`config.mk`:
```
export PLATFORM = sky130hd
export DESIGN_NAME = mc_control
export DESIGN_NICKNAME = d
export VERILOG_FILES = /design/src/rtl/mc_control_pkg.sv /design/src/rtl/mc_control_outdec.sv /design/src/rtl/mc_control.sv
export SDC_FILE = /design/constraint.sdc
export NUM_CORES = 1
export LEC_CHECK = 0
export ABC_AREA = 0
export CORE_MARGIN = 8
export CORE_UTILIZATION = 36
export CTS_BUF_LIST = sky130_fd_sc_hd__clkbuf_16
export CTS_CLUSTER_DIAMETER = 40
export CTS_CLUSTER_SIZE = 28
export DETAILED_ROUTE_END_ITERATION = 8
export PLACE_DENSITY = 0.84
export REMOVE_ABC_BUFFERS = 1
export SETUP_SLACK_MARGIN = 0.05
export SYNTH_ARGS = -nofsm -noshare
export SYNTH_HDL_FRONTEND = slang
export SYNTH_SLANG_ARGS = --single-unit
```
`constraint.sdc`:
```
create_clock -name Clk -period 1.7 [get_ports Clk]
set_clock_uncertainty 0.05 [all_clocks]
set_input_delay 0.34 -clock Clk [delete_from_list [all_inputs] [get_ports Clk]]
set_output_delay 0.34 -clock Clk [all_outputs]
set_load 0.02 [all_outputs]
```
`src/rtl/mc_control_pkg.sv`:
```
// Shared multicycle CPU control definitions:
// opcodes, FSM states, ALU/mux select codes.
package mc_control_pkg;

  localparam logic [5:0] OP_R    = 6'h00;
  localparam logic [5:0] OP_LW   = 6'h23;
  localparam logic [5:0] OP_SW   = 6'h2B;
  localparam logic [5:0] OP_BEQ  = 6'h04;
  localparam logic [5:0] OP_J    = 6'h02;
  localparam logic [5:0] OP_ADDI = 6'h08;

  typedef enum logic [3:0] {
    S_FETCH  = 4'd0,
    S_DECODE = 4'd1,
    S_MEMADR = 4'd2,
    S_MEMRD  = 4'd3,
    S_MEMWB  = 4'd4,
    S_MEMWR  = 4'd5,
    S_EXEC   = 4'd6,
    S_ALUWB  = 4'd7,
    S_BRANCH = 4'd8,
    S_ADDIEX = 4'd9,
    S_ADDIWB = 4'd10,
    S_JUMP   = 4'd11
  } state_t;

  localparam logic [1:0] ALU_ADD   = 2'b00;
  localparam logic [1:0] ALU_SUB   = 2'b01;
  localparam logic [1:0] ALU_FUNCT = 2'b10;

  localparam logic [1:0] SRCB_B     = 2'b00;
  localparam logic [1:0] SRCB_4     = 2'b01;
  localparam logic [1:0] SRCB_IMM   = 2'b10;
  localparam logic [1:0] SRCB_IMMSH = 2'b11;

  localparam logic [1:0] PCS_ALU = 2'b00;
  localparam logic [1:0] PCS_OUT = 2'b01;
  localparam logic [1:0] PCS_JMP = 2'b10;

  typedef struct packed {
    logic       pc_write;
    logic       pc_write_cond;
    logic       iord;
    logic       mem_read;
    logic       mem_write;
    logic       ir_write;
    logic       mem_to_reg;
    logic       reg_dst;
    logic       reg_write;
    logic       alu_src_a;
    logic [1:0] alu_src_b;
    logic [1:0] alu_op;
    logic [1:0] pc_source;
    logic       illegal;
  } ctrl_t;

endpackage

```
`src/rtl/mc_control_outdec.sv`:
```
// State-to-control-word decoder (combinational).
// Ports: state, mem_ready in; ctrl word out.
module mc_control_outdec
  import mc_control_pkg::*;
(
  input  state_t state,
  input  logic   mem_ready,
  output ctrl_t  ctrl
);

  always_comb begin
    ctrl = '0;
    unique case (state)
      S_FETCH: begin
        ctrl.mem_read  = 1'b1;
        ctrl.alu_src_b = SRCB_4;
        ctrl.alu_op    = ALU_ADD;
        ctrl.pc_source = PCS_ALU;
        ctrl.ir_write  = mem_ready;
        ctrl.pc_write  = mem_ready;
      end
      S_DECODE: begin
        ctrl.alu_src_b = SRCB_IMMSH;
        ctrl.alu_op    = ALU_ADD;
      end
      S_MEMADR: begin
        ctrl.alu_src_a = 1'b1;
        ctrl.alu_src_b = SRCB_IMM;
      end
      S_MEMRD: begin
        ctrl.mem_read = 1'b1;
        ctrl.iord     = 1'b1;
      end
      S_MEMWB: begin
        ctrl.reg_write  = 1'b1;
        ctrl.mem_to_reg = 1'b1;
      end
      S_MEMWR: begin
        ctrl.mem_write = 1'b1;
        ctrl.iord      = 1'b1;
      end
      S_EXEC: begin
        ctrl.alu_src_a = 1'b1;
        ctrl.alu_src_b = SRCB_B;
        ctrl.alu_op    = ALU_FUNCT;
      end
      S_ALUWB: begin
        ctrl.reg_write = 1'b1;
        ctrl.reg_dst   = 1'b1;
      end
      S_BRANCH: begin
        ctrl.alu_src_a     = 1'b1;
        ctrl.alu_op        = ALU_SUB;
        ctrl.pc_write_cond = 1'b1;
        ctrl.pc_source     = PCS_OUT;
      end
      S_ADDIEX: begin
        ctrl.alu_src_a = 1'b1;
        ctrl.alu_src_b = SRCB_IMM;
      end
      S_ADDIWB: begin
        ctrl.reg_write = 1'b1;
      end
      S_JUMP: begin
        ctrl.pc_write  = 1'b1;
        ctrl.pc_source = PCS_JMP;
      end
      default: ctrl.illegal = 1'b1;
    endcase
  end

endmodule

```
`src/rtl/mc_control.sv`:
```
// Multicycle CPU main control FSM.
// Ports: Clk, Reset, Op, MemReady in; datapath controls, State, Illegal out.
module mc_control
  import mc_control_pkg::*;
#(
  parameter int OPW = 6,
  parameter int STW = 4
) (
  input  logic           Clk,
  input  logic           Reset,
  input  logic [OPW-1:0] Op,
  input  logic           MemReady,
  output logic           PCWrite,
  output logic           PCWriteCond,
  output logic           IorD,
  output logic           MemRead,
  output logic           MemWrite,
  output logic           IRWrite,
  output logic           MemtoReg,
  output logic           RegDst,
  output logic           RegWrite,
  output logic           ALUSrcA,
  output logic [1:0]     ALUSrcB,
  output logic [1:0]     ALUOp,
  output logic [1:0]     PCSource,
  output logic [STW-1:0] State,
  output logic           Illegal
);

  state_t     state, state_n;
  ctrl_t      ctrl;
  logic [5:0] op6;
  logic       bad_op;

  assign op6 = 6'(Op);

  always_ff @(posedge Clk or posedge Reset) begin
    if (Reset) state <= S_FETCH;
    else       state <= state_n;
  end

  always_comb begin
    state_n = state;
    bad_op  = 1'b0;
    unique case (state)
      S_FETCH:  if (MemReady) state_n = S_DECODE;
      S_DECODE: begin
        unique case (op6)
          OP_LW,
          OP_SW:   state_n = S_MEMADR;
          OP_R:    state_n = S_EXEC;
          OP_BEQ:  state_n = S_BRANCH;
          OP_ADDI: state_n = S_ADDIEX;
          OP_J:    state_n = S_JUMP;
          default: begin
            state_n = S_FETCH;
            bad_op  = 1'b1;
          end
        endcase
      end
      S_MEMADR: state_n = (op6 == OP_SW) ? S_MEMWR : S_MEMRD;
      S_MEMRD:  if (MemReady) state_n = S_MEMWB;
      S_MEMWR:  if (MemReady) state_n = S_FETCH;
      S_EXEC:   state_n = S_ALUWB;
      S_ADDIEX: state_n = S_ADDIWB;
      default:  state_n = S_FETCH;
    endcase
  end

  mc_control_outdec u_outdec (
    .state     (state),
    .mem_ready (MemReady),
    .ctrl      (ctrl)
  );

  // Reset forces FETCH, but its strobes must stay quiet until release.
  assign PCWrite     = ctrl.pc_write & ~Reset;
  assign PCWriteCond = ctrl.pc_write_cond & ~Reset;
  assign MemRead     = ctrl.mem_read & ~Reset;
  assign MemWrite    = ctrl.mem_write & ~Reset;
  assign IRWrite     = ctrl.ir_write & ~Reset;
  assign RegWrite    = ctrl.reg_write & ~Reset;
  assign Illegal     = (ctrl.illegal | bad_op) & ~Reset;

  assign IorD     = ctrl.iord;
  assign MemtoReg = ctrl.mem_to_reg;
  assign RegDst   = ctrl.reg_dst;
  assign ALUSrcA  = ctrl.alu_src_a;
  assign ALUSrcB  = ctrl.alu_src_b;
  assign ALUOp    = ctrl.alu_op;
  assign PCSource = ctrl.pc_source;
  assign State    = STW'(state);

endmodule

```
==> results of run 1 <==
[cell usage after synthesis, drive strengths merged]
cell type / count / area (um^2)
nand2: 3 / 11.26
and3: 4 / 25.02
nand2b: 6 / 37.54
nand3: 1 / 5.000
nor3: 11 / 55.05
a41o: 1 / 10.01
a31o: 1 / 8.760
xnor2: 2 / 17.52
dfrtp: 4 / 100.1
o22a: 1 / 8.760
o21ai: 4 / 20.02
o21a: 1 / 7.510
nor3b: 1 / 7.510
and2b: 1 / 7.510
a21oi: 5 / 25.02
or2: 1 / 6.260
o211ai: 1 / 7.510
nor4: 2 / 18.77
inv: 3 / 11.26
o221ai: 1 / 8.760
buf: 5 / 36.28
a31oi: 3 / 18.77
nor2: 8 / 30.03
a21o: 1 / 7.510
o31ai: 1 / 7.510
[cell families after synthesis]
logic type | after synthesis
and+or+nand+nor | 38
AOI/OAI and AO/OA | 20
buffers and inverters | 8
DFF | 4
xor gates and xnor gates | 2
[per-stage QoR]
step                      instance area (um^2)  setup WS [ps]
after floorplan                          462.9         -405.5
after global placement                   944.7         -767.5
after detailed placement                 944.7         -895.1
after CTS                                 1090         -98.51
[what timing repair did]
item | 4_1_cts
setup buffers | 9
endpoints found under the setup margin | 21
pin swaps | 7
gates resized for setup | 112
==> impl_results.rst, run 1 <==
.. list-table::
   :header-rows: 1

   * - Metric
     - Value
   * - Status
     - aborted with a tool error
   * - Terminating stage of the flow
     - global routing
   * - Stop err
     - [ERROR DPL-0033] detailed placement checks failed during check placement.
   * - Dominant combinational cell family by area after synthesis
     - simple AND/OR/NAND/NOR gates
   * - Post-Synth Adder-Cell Area
     - 0%
   * - I/O pin count
     - 30
   * - Total clock buffers created by CTS
     - 3
   * - Detail Placement HPWL
     - 1701 um
   * - Cell area after technology mapping
     - 499.2 um^2
   * - Chip Width
     - 53.24 um
   * - Clock sink count
     - 4
   * - Register bit total from synthesis
     - 4
   * - Depth of the CTS H-tree
     - 1
   * - Maximum clock insertion buffer count
     - 2
   * - Starting Density
     - 38.37%
   * - Die boundary height
     - 53.24 um
   * - Yosys Warn Count
     - 0
   * - Share of the synthesized area in compound gates (AO/OA/AOI/OAI)
     - 26.07%
   * - Basic-gate share of the synthesized area counting and, or, nand and nor cells
     - 40.85%
   * - Clk root buf
     - clkbuf_16
   * - Number of distinct standard cells referenced by the synthesized netlist
     - 28
   * - Pin count of the biggest net entering global routing
     - 9
   * - Placer's final routability congestion estimate
     - 0.8968
   * - Number of buffer cells added on primary ports
     - 29
   * - Initial antenna violation count
     - 0
   * - Total instance count after detailed placement
     - about 130
   * - Hold-fix buffer count after cts
     - 0
   * - Mux contribution to synthesized area
     - 0%
   * - XOR/XNOR share of the synthesized area
     - 3.509%
   * - Worst endpoint from the post-global-route timing repair
     - RegWrite
   * - Number of placement rows
     - 13
   * - Mapped Avg Cell Area
     - just under 7 um^2
   * - Worst endpoint pin kind
     - primary output
   * - Sequential cell area fraction in the yosys report
     - 20.05%
   * - Synthesized netlist cell count
     - 72
==> run 2: changes to the inputs <==
CORE_AREA = 8 8 69 71   (was default)
CORE_MARGIN = default   (was 8)
CORE_UTILIZATION = default   (was 36)
CTS_BUF_LIST = default   (was sky130_fd_sc_hd__clkbuf_16)
CTS_CLUSTER_DIAMETER = default   (was 40)
CTS_CLUSTER_SIZE = default   (was 28)
DIE_AREA = 0 0 77 79   (was default)
PLACE_DENSITY = default   (was 0.84)
PLACE_DENSITY_LB_ADDON = 0.15   (was default)
SETUP_SLACK_MARGIN = default   (was 0.05)
==> run 2 against run 1 <==
Net effect: synthesized cell count unchanged; the flow now finishes, with violations (negative setup slack); synthesized area unchanged.
==> impl_results.rst, run 2 <==
.. list-table::
   :header-rows: 1

   * - Metric
     - Value
   * - Vias per Instance
     - 4.006
   * - Die boundary height
     - 79 um (+48%)
   * - Total routing resource utilization after global routing
     - 7.416%
   * - Depth of the CTS H-tree
     - 1 (unchanged)
   * - Number of standard cells in the layout, taps in and fillers out
     - 181
   * - Internal power of the cells
     - 0.8879 mW
   * - Synth top cells by count
     - nor3_1, nor2_1, nand2b_1
   * - Max reg flops
     - 4
   * - Layout cell share with drive strength beyond 1
     - 54.96%
   * - Worst min-delay path category
     - input pin to asynchronous set/reset pin
   * - Total power
     - between 1.5 and 2 mW
   * - Placer's final routability congestion estimate
     - 0.7512 (-16%)
   * - Final sum of negative setup slack
     - -45.20 ps
   * - Antenna Violating Nets Remaining
     - 0
   * - Start-to-end type of the worst setup path
     - input pin to output pin
   * - Via count of the first global-routing pass
     - slightly above 700
   * - RSZ-0062 raised after global routing
     - true
   * - Global-route wire length before repair
     - around 3600 um
   * - Maximum clock insertion buffer count
     - 2 (unchanged)
   * - Clock power frac
     - 12.3%
   * - Layout overhead on the synthesized area
     - 130.1%
   * - Yosys Warn Count
     - 0 (unchanged)
   * - Most area-consuming cells after synthesis
     - dfrtp_1, nor3_1, nand2b_1
   * - Mapped Avg Cell Area
     - 6.934 um^2 (unchanged)
   * - DR DRC count
     - 0
   * - Total instance count after detailed placement
     - 174 (+30%)
   * - Sw frac
     - 43.43%
   * - Status
     - complete, but fails checks
   * - Top cell type by total area after synthesis
     - dfrtp_1
   * - Final worst path period share
     - 102.0%
   * - Slowest cell on the critical path
     - a41o_1
   * - Final number of max-transition violations
     - 0
   * - Worst slew slack as a fraction of its limit
     - 84.04%
   * - Combinational share of power
     - 76.3%
   * - Data arrival at the endpoint of the critical path
     - 1340 ps
   * - DR WL/cell
     - 12.45 um
   * - Hold-fix buffer count after cts
     - 0 (unchanged)
   * - Primary FF master, synth
     - dfrtp_1
   * - Pin count of the biggest net entering global routing
     - 11
   * - Sw Pwr
     - ~0.68 mW
   * - Fin crit period
     - 1734 ps
   * - Critical path's largest stage delay
     - 240 ps
   * - Clock latency on the worst-skew pair
     - between 200 and 250 ps
   * - Peak fanout along the critical path
     - 3
   * - P_leak
     - 0.5543 nW
   * - Initial antenna violation count
     - 0
   * - Met2 WL post-DR
     - ~1000 um
   * - Starting Density
     - 13.14% (-25 points)
   * - List of cells traversed by the critical path
     - clkdlybuf4s15_1 > buf_4 > nor4_4 > o21ai_1 > a41o_1 > buf_6
   * - CTS clk-pin slew, worst paths
     - 30 ps
   * - CP Depth
     - 6
   * - Routed length on met1
     - between 1000 and 1500 um
   * - Top sig layer
     - met3
   * - Final Net Count
     - 142
   * - Clk root buf
     - clkbuf_8
   * - Max-capacitance violation count
     - 0
   * - Detail Placement HPWL
     - 1817 um (+6.9%)
   * - Number of placement rows
     - 23 (+10)
   * - Area fraction of the dominant cell type after synthesis
     - 20.05% (unchanged)
   * - Transition time at the pin with the least slew margin
     - 237.4 ps
   * - Critical path startpoint category
     - input pin
   * - Vias after detailed routing
     - 725
   * - Post-route setup slack
     - -33.98 ps
   * - Inserted Diodes
     - 0
   * - Count leader, synth
     - nor3_1
   * - CTS tree
     - yes
   * - Number of flops mapped to enable cells by yosys
     - 0 (unchanged)
   * - Pwr per Cell Area
     - 1367 nW/um^2
   * - Detailed Route WL
     - 2254 um
   * - Total clock buffers created by CTS
     - 3 (unchanged)
   * - I/O pin count
     - 30 (unchanged)
   * - Number of distinct standard cells referenced by the synthesized netlist
     - 28 (unchanged)
   * - Overall die area
     - 6083 um^2
   * - Synthesized netlist cell count
     - 72 (unchanged)
   * - Setup crit end kind
     - output pin
   * - Cell area after technology mapping
     - 499.2 um^2 (unchanged)
   * - Failing checks
     - negative setup slack
   * - Final-report setup violation count
     - 2
   * - Share of synthesized flip-flops with an asynchronous set or reset
     - 100.0% (unchanged)
   * - Buffers plus inverters on the worst setup path
     - 3
   * - Required arrival time at the worst endpoint
     - 1310 ps
   * - Detailed router's first-iteration violation count
     - 8
   * - Floorplan Core Area
     - 3799 um^2
   * - Chip Width
     - 77 um (+45%)
   * - Largest voltage drop on the vdd net
     - 0.3432 mV
   * - Depth of the worst register-to-register path
     - 5
   * - DR WL met3
     - between 100 and 150 um
   * - GRT overflow
     - 0
   * - Register bit total from synthesis
     - 4 (unchanged)
   * - Family with the most delay on the worst path
     - buffers and inverters
   * - Clock sink count
     - 4 (unchanged)
   * - Hold violation count in the final report
     - 0
   * - Sequential cell area fraction in the yosys report
     - 20.05% (unchanged)
   * - Power share of the sequential group
     - 11.4%
   * - Most frequent cells in the layout
     - buf_4, buf_6, nor2_1, nor3_1, dlygate4sd2_1
   * - DRT Pass-1 Iters
     - 4
   * - Fmax
     - slightly below 600 MHz
   * - Number of buffer cells added on primary ports
     - 29 (unchanged)
   * - Leading cell type in the layout, fill and taps excluded
     - buf_4
## run 2: cell counts after synthesis
Identical to the previous run, type by type.
## run 2: logic make-up after synthesis
group | after synthesis | synth area share, %
buf+inv | 8 | 9.523
compound gates | 20 | 26.07
flops | 4 | 20.05
xor+xnor | 2 | 3.509
simple gates | 38 | 40.85
## run 2: worst register-to-register path, delay by kind of cell (launching register included)
family	cells	cell delay, ps
AOI/OAI and AO/OA	3	540
DFF	1	430
buffers and inverters	2	290
## run 2: routing by layer
layer  GRT usage, %  up-vias
met5              0        -
met4          1.132        0
met3          3.160        0
met2          11.72       32
met1          9.336      310
li1               -      383
## run 2: worst paths after layout
check / from / to / slack (ps)
hold reg to reg: State[2]$_DFFE_PP0P_ / State[3]$_DFFE_PP0P_ / 650
setup reg to reg: State[1]$_DFFE_PP0P_ / State[0]$_DFFE_PP0P_ / 280
hold / removal: Reset / State[1]$_DFFE_PP0P_ / 290
max in group asynchronous: Reset / State[3]$_DFFE_PP0P_ / 1180
min in group Clk: State[2]$_DFFE_PP0P_ / State[3]$_DFFE_PP0P_ / 650
setup / recovery: Op[3] / Illegal / -30
## run 2: through the flow
stage / hold WS, ps / setup slack (ps) / area (um^2) / utilization (%)
finish: 286.5 / -33.98 / 1149 / 30.24
floorplan: 70.11 / -405.5 / 462.9 / -
global placement: 708.0 / -819.2 / 1026 / 27.01
global route: 313.0 / -104.0 / 1149 / 30.24
CTS: 266.2 / -37.14 / 1077 / 28.36
detailed placement: 701.2 / -849.8 / 1026 / 27.01
## run 2: power groups by stage
stage | clock (mW) | sequential (mW) | combinational, mW
floorplan | 0 | 0.249 | 0.413
global placement | 0 | 0.168 | 1.09
detailed placement | 0 | 0.167 | 1.09
CTS | 0.202 | 0.174 | 1.10
global route | 0.207 | 0.186 | 1.29
finish | 0.194 | 0.178 | 1.20
## run 2: final cells by class
class,instances,area [um^2]
fillers,434,2650
inverters,3,11.26
repair buffers,61,490.5
multi-input cells,60,437.9
clock buffers,3,41.29
flip-flops and latches,4,105.1
well taps,50,62.56
## run 2: what timing repair did
action / in CTS / in global routing
pin swaps: 4 / 3
gates resized for setup: 113 / 19
setup endpoints to repair: 21 / 15
setup buffers: 2 / 2
(Power assumes the default switching activity.)
==> run 3: changes to the inputs <==
ABC_AREA = 1   (was 0)
SETUP_SLACK_MARGIN = 0.2   (was default)
clock period = 2.2 ns   (was 1.7 ns; I/O delays follow)
==> run 3 against run 2 <==
Net effect: the flow now finishes without violations; cell count up 9.4%; critical path depth up 2; via count up 9.0%; sequential power down 19%; register-to-register slack better by 510 ps; die area unchanged; flip-flop and latch count unchanged; utilization down 2.7 points; sequential share of layout area up 0.77 points.
==> impl_results.rst, run 3 <==
.. list-table::
   :header-rows: 1

   * - Metric
     - Value
   * - Synth top cells by count
     - nor2_1, nand2_1, inv_1
   * - Final worst path period share
     - 88.00%
   * - Setup crit end kind
     - output pin
   * - Worst path most repeated cell
     - nor2_1
   * - Power share of the sequential group
     - 13.4% (+2.0 points)
   * - Max reg flops
     - 4 (unchanged)
   * - Antenna Violating Nets Remaining
     - 0 (unchanged)
   * - Vias after detailed routing
     - 790 (+9.0%)
   * - Required arrival time at the worst endpoint
     - 1710 ps (+400 ps)
   * - Buffers plus inverters on the worst setup path
     - 2 (-1)
   * - CTS tree
     - yes
   * - DR DRC count
     - 0 (unchanged)
   * - Worst slack at placement
     - -420.7 ps (+429.2 ps)
   * - GRT overflow
     - 0 (unchanged)
   * - Clock latency on the worst-skew pair
     - 220 ps (about the same)
   * - Placer's final routability congestion estimate
     - 0.8100 (+7.8%)
   * - Leading cell type in the layout, fill and taps excluded
     - nand2_1
   * - Hold-fix buffer count after cts
     - 0 (unchanged)
   * - Synthesized netlist cell count
     - 101 (+40%)
   * - Number of placement rows
     - 23 (unchanged)
   * - Detailed Route WL
     - 2148 um (-4.7%)
   * - Layout cell share with drive strength beyond 1
     - 36.49% (-18 points)
   * - Slowest cell on the critical path
     - dfrtp_2
   * - Detail Placement HPWL
     - 1799 um (-1.0%)
   * - Clk root buf
     - clkbuf_8
   * - Worst flop-to-flop path startpoint
     - State[0]$_DFFE_PP0P_
   * - Layout overhead on the synthesized area
     - 97.40%
   * - Number of flops mapped to enable cells by yosys
     - 0 (unchanged)
   * - Floorplan Core Area
     - 3799 um^2 (unchanged)
   * - Depth of the CTS H-tree
     - 1 (unchanged)
   * - Yosys Warn Count
     - 0 (unchanged)
   * - Chip Width
     - 77 um (unchanged)
   * - Final Net Count
     - 159 (+12%)
   * - Critical R2R Capture
     - State[2]$_DFFE_PP0P_
   * - Total routing resource utilization after global routing
     - 7.322% (-0.094 points)
   * - Total clock buffers created by CTS
     - 3 (unchanged)
   * - DR WL/cell
     - 10.85 um (-13%)
   * - List of cells traversed by the critical path
     - inv_1 > nand2_1 > nor2_4 > nand3_1 > nor2_1 > nor2_1 > nor2_1 > buf_4
   * - Clock sink count
     - 4 (unchanged)
   * - Count leader, synth
     - nor2_1
   * - Mapped Avg Cell Area
     - 5.253 um^2 (-24%)
   * - Data arrival at the endpoint of the critical path
     - 1450 ps (+110 ps)
   * - DRT Pass-1 Iters
     - 6 (+2)
   * - I/O pin count
     - 30 (unchanged)
   * - RSZ-0062 raised after global routing
     - true
   * - Overall die area
     - 6083 um^2 (unchanged)
   * - Internal power of the cells
     - 0.5322 mW (-40%)
   * - Hold violation count in the final report
     - 0 (unchanged)
   * - Fmax
     - 516.5 MHz
   * - Family with the most delay on the worst path
     - simple AND/OR/NAND/NOR gates
   * - Top cell type by total area after synthesis
     - dfrtp_1
   * - Initial antenna violation count
     - 0 (unchanged)
   * - Largest voltage drop on the vdd net
     - 0.1973 mV (-43%)
   * - Clock power frac
     - 14.7% (+2.4 points)
   * - Start-to-end type of the worst setup path
     - flip-flop to output pin
   * - Cell area after technology mapping
     - 530.5 um^2 (+6.3%)
   * - Peak fanout along the critical path
     - 5 (+2)
   * - Worst min-delay path category
     - input pin to asynchronous set/reset pin
   * - Max-capacitance violation count
     - 0 (unchanged)
   * - Primary FF master, synth
     - dfrtp_1
   * - Number of buffers added for setup after CTS
     - 0 (-2)
   * - Sw frac
     - 50.76% (+7.3 points)
   * - Register bit total from synthesis
     - 4 (unchanged)
   * - Worst slew slack as a fraction of its limit
     - 84.86% (+0.82 points)
   * - Inserted Diodes
     - 0 (unchanged)
   * - Share of synthesized flip-flops with an asynchronous set or reset
     - 100.0% (unchanged)
   * - Smallest hold slack
     - 413.7 ps (+127.2 ps)
   * - Sequential cell area fraction in the yosys report
     - 18.87% (-1.2 points)
   * - Most frequent cells in the layout
     - nand2_1, nor2_1, buf_4
   * - Final number of max-transition violations
     - 0 (unchanged)
   * - Worst reg-to-reg setup slack
     - 790 ps (+510 ps)
   * - Critical path's largest stage delay
     - 430 ps (+190 ps)
   * - Post-route setup slack
     - 264.0 ps (+298.0 ps)
   * - Maximum clock insertion buffer count
     - 2 (unchanged)
   * - Critical path startpoint category
     - flip-flop
   * - Die boundary height
     - 79 um (unchanged)
   * - Number of distinct standard cells referenced by the synthesized netlist
     - 18 (-36%)
   * - Final-report setup violation count
     - 0 (-2)
   * - Via count of the first global-routing pass
     - 853 (+18%)
   * - Global-route wire length before repair
     - 3677 um (+1.1%)
   * - CTS clk-pin slew, worst paths
     - 30 ps (about the same)
   * - Combinational share of power
     - 71.9% (-4.4 points)
   * - Transition time at the pin with the least slew margin
     - 226.4 ps (-11.02 ps)
   * - Number of buffer cells added on primary ports
     - 29 (unchanged)
   * - Fin crit period
     - 1936 ps
   * - P_leak
     - 0.6131 nW (+11%)
   * - Depth of the worst register-to-register path
     - 8 (+3)
   * - Status
     - finished clean
   * - Pin count of the biggest net entering global routing
     - 7 (-4)
   * - Detailed router's first-iteration violation count
     - 39 (+31)
   * - Sw Pwr
     - 0.5485 mW (-20%)
   * - Area fraction of the dominant cell type after synthesis
     - 18.87% (-1.2 points)
   * - Most area-consuming cells after synthesis
     - dfrtp_1, nor2_1, nand2_1
   * - Starting Density
     - 13.97% (+0.82 points)
   * - Pwr per Cell Area
     - 1032 nW/um^2 (-24%)
   * - Vias per Instance
     - 3.990 (-0.39%)
[run 3: how the worst max path moves through the flow]
stage / startpoint / to / cells past startpoint
floorplan: State[1]$_DFFE_PP0P_ / ALUSrcA / 5
CTS: Op[1] / Illegal / 8
detailed placement: Op[1] / Illegal / 8
finish: State[1]$_DFFE_PP0P_ / Illegal / 8
global placement: Op[1] / Illegal / 8
global route: State[1]$_DFFE_PP0P_ / Illegal / 8
[run 3: routing by layer]
metal,part of all wire [%],track usage (%),up-vias
met5,0,0,-
met4,1.1,5.283,0
met3,5.8,2.032,2
met2,48,12.74,24
met1,45,7.495,357
li1,-,-,407
[run 3: cell type report]
class                      count  area, um^2
fill                         465        2751
sequential                     4       103.9
multi-input combinational     77       395.4
clock buffer                   3       41.29
timing repair buffer          45       372.9
inverter                      19       71.32
tap                           50       62.56
[run 3: power groups by stage]
stage / Combinational [mW] / Clock (mW) / Sequential [mW]
CTS: 0.797 / 0.164 / 0.137
global route: 0.858 / 0.165 / 0.151
detailed placement: 0.836 / 0 / 0.137
global placement: 0.839 / 0 / 0.137
floorplan: 0.418 / 0 / 0.167
finish: 0.777 / 0.159 / 0.145
[run 3: worst reg2reg max path, delay by kind of cell (launching register included)]
kind                   cells  cell delay, ps
and+or+nand+nor            5             490
DFF                        1             410
buffers and inverters      2             260
AOI/OAI and AO/OA          1              70
[run 3: per-stage QoR]
stage	power, mW	setup TNS (ps)	cell area [um^2]	cells	util [%]
floorplan	0.5848	0	523.0	100	-
global placement	0.9758	-936.5	996.0	195	26.22
detailed placement	0.9728	-1065	996.0	195	26.22
CTS	1.099	0	1031	198	27.14
global route	1.173	0	1047	198	27.57
finish	1.081	0	1047	198	27.57
[run 3: logic make-up after synthesis]
group,Yosys count,synth area share [%]
simple gates,66,55.19
flops,4,18.87
compound gates,11,11.09
buf+inv,20,14.86
[run 3: timing repair]
item | in CTS | in global routing
pin swaps | 0 | 2
endpoints found under the setup margin | 17 | 12
gates resized for setup | 39 | 30
endpoints found under the hold margin | 0 | 0
gates cloned | 0 | 0
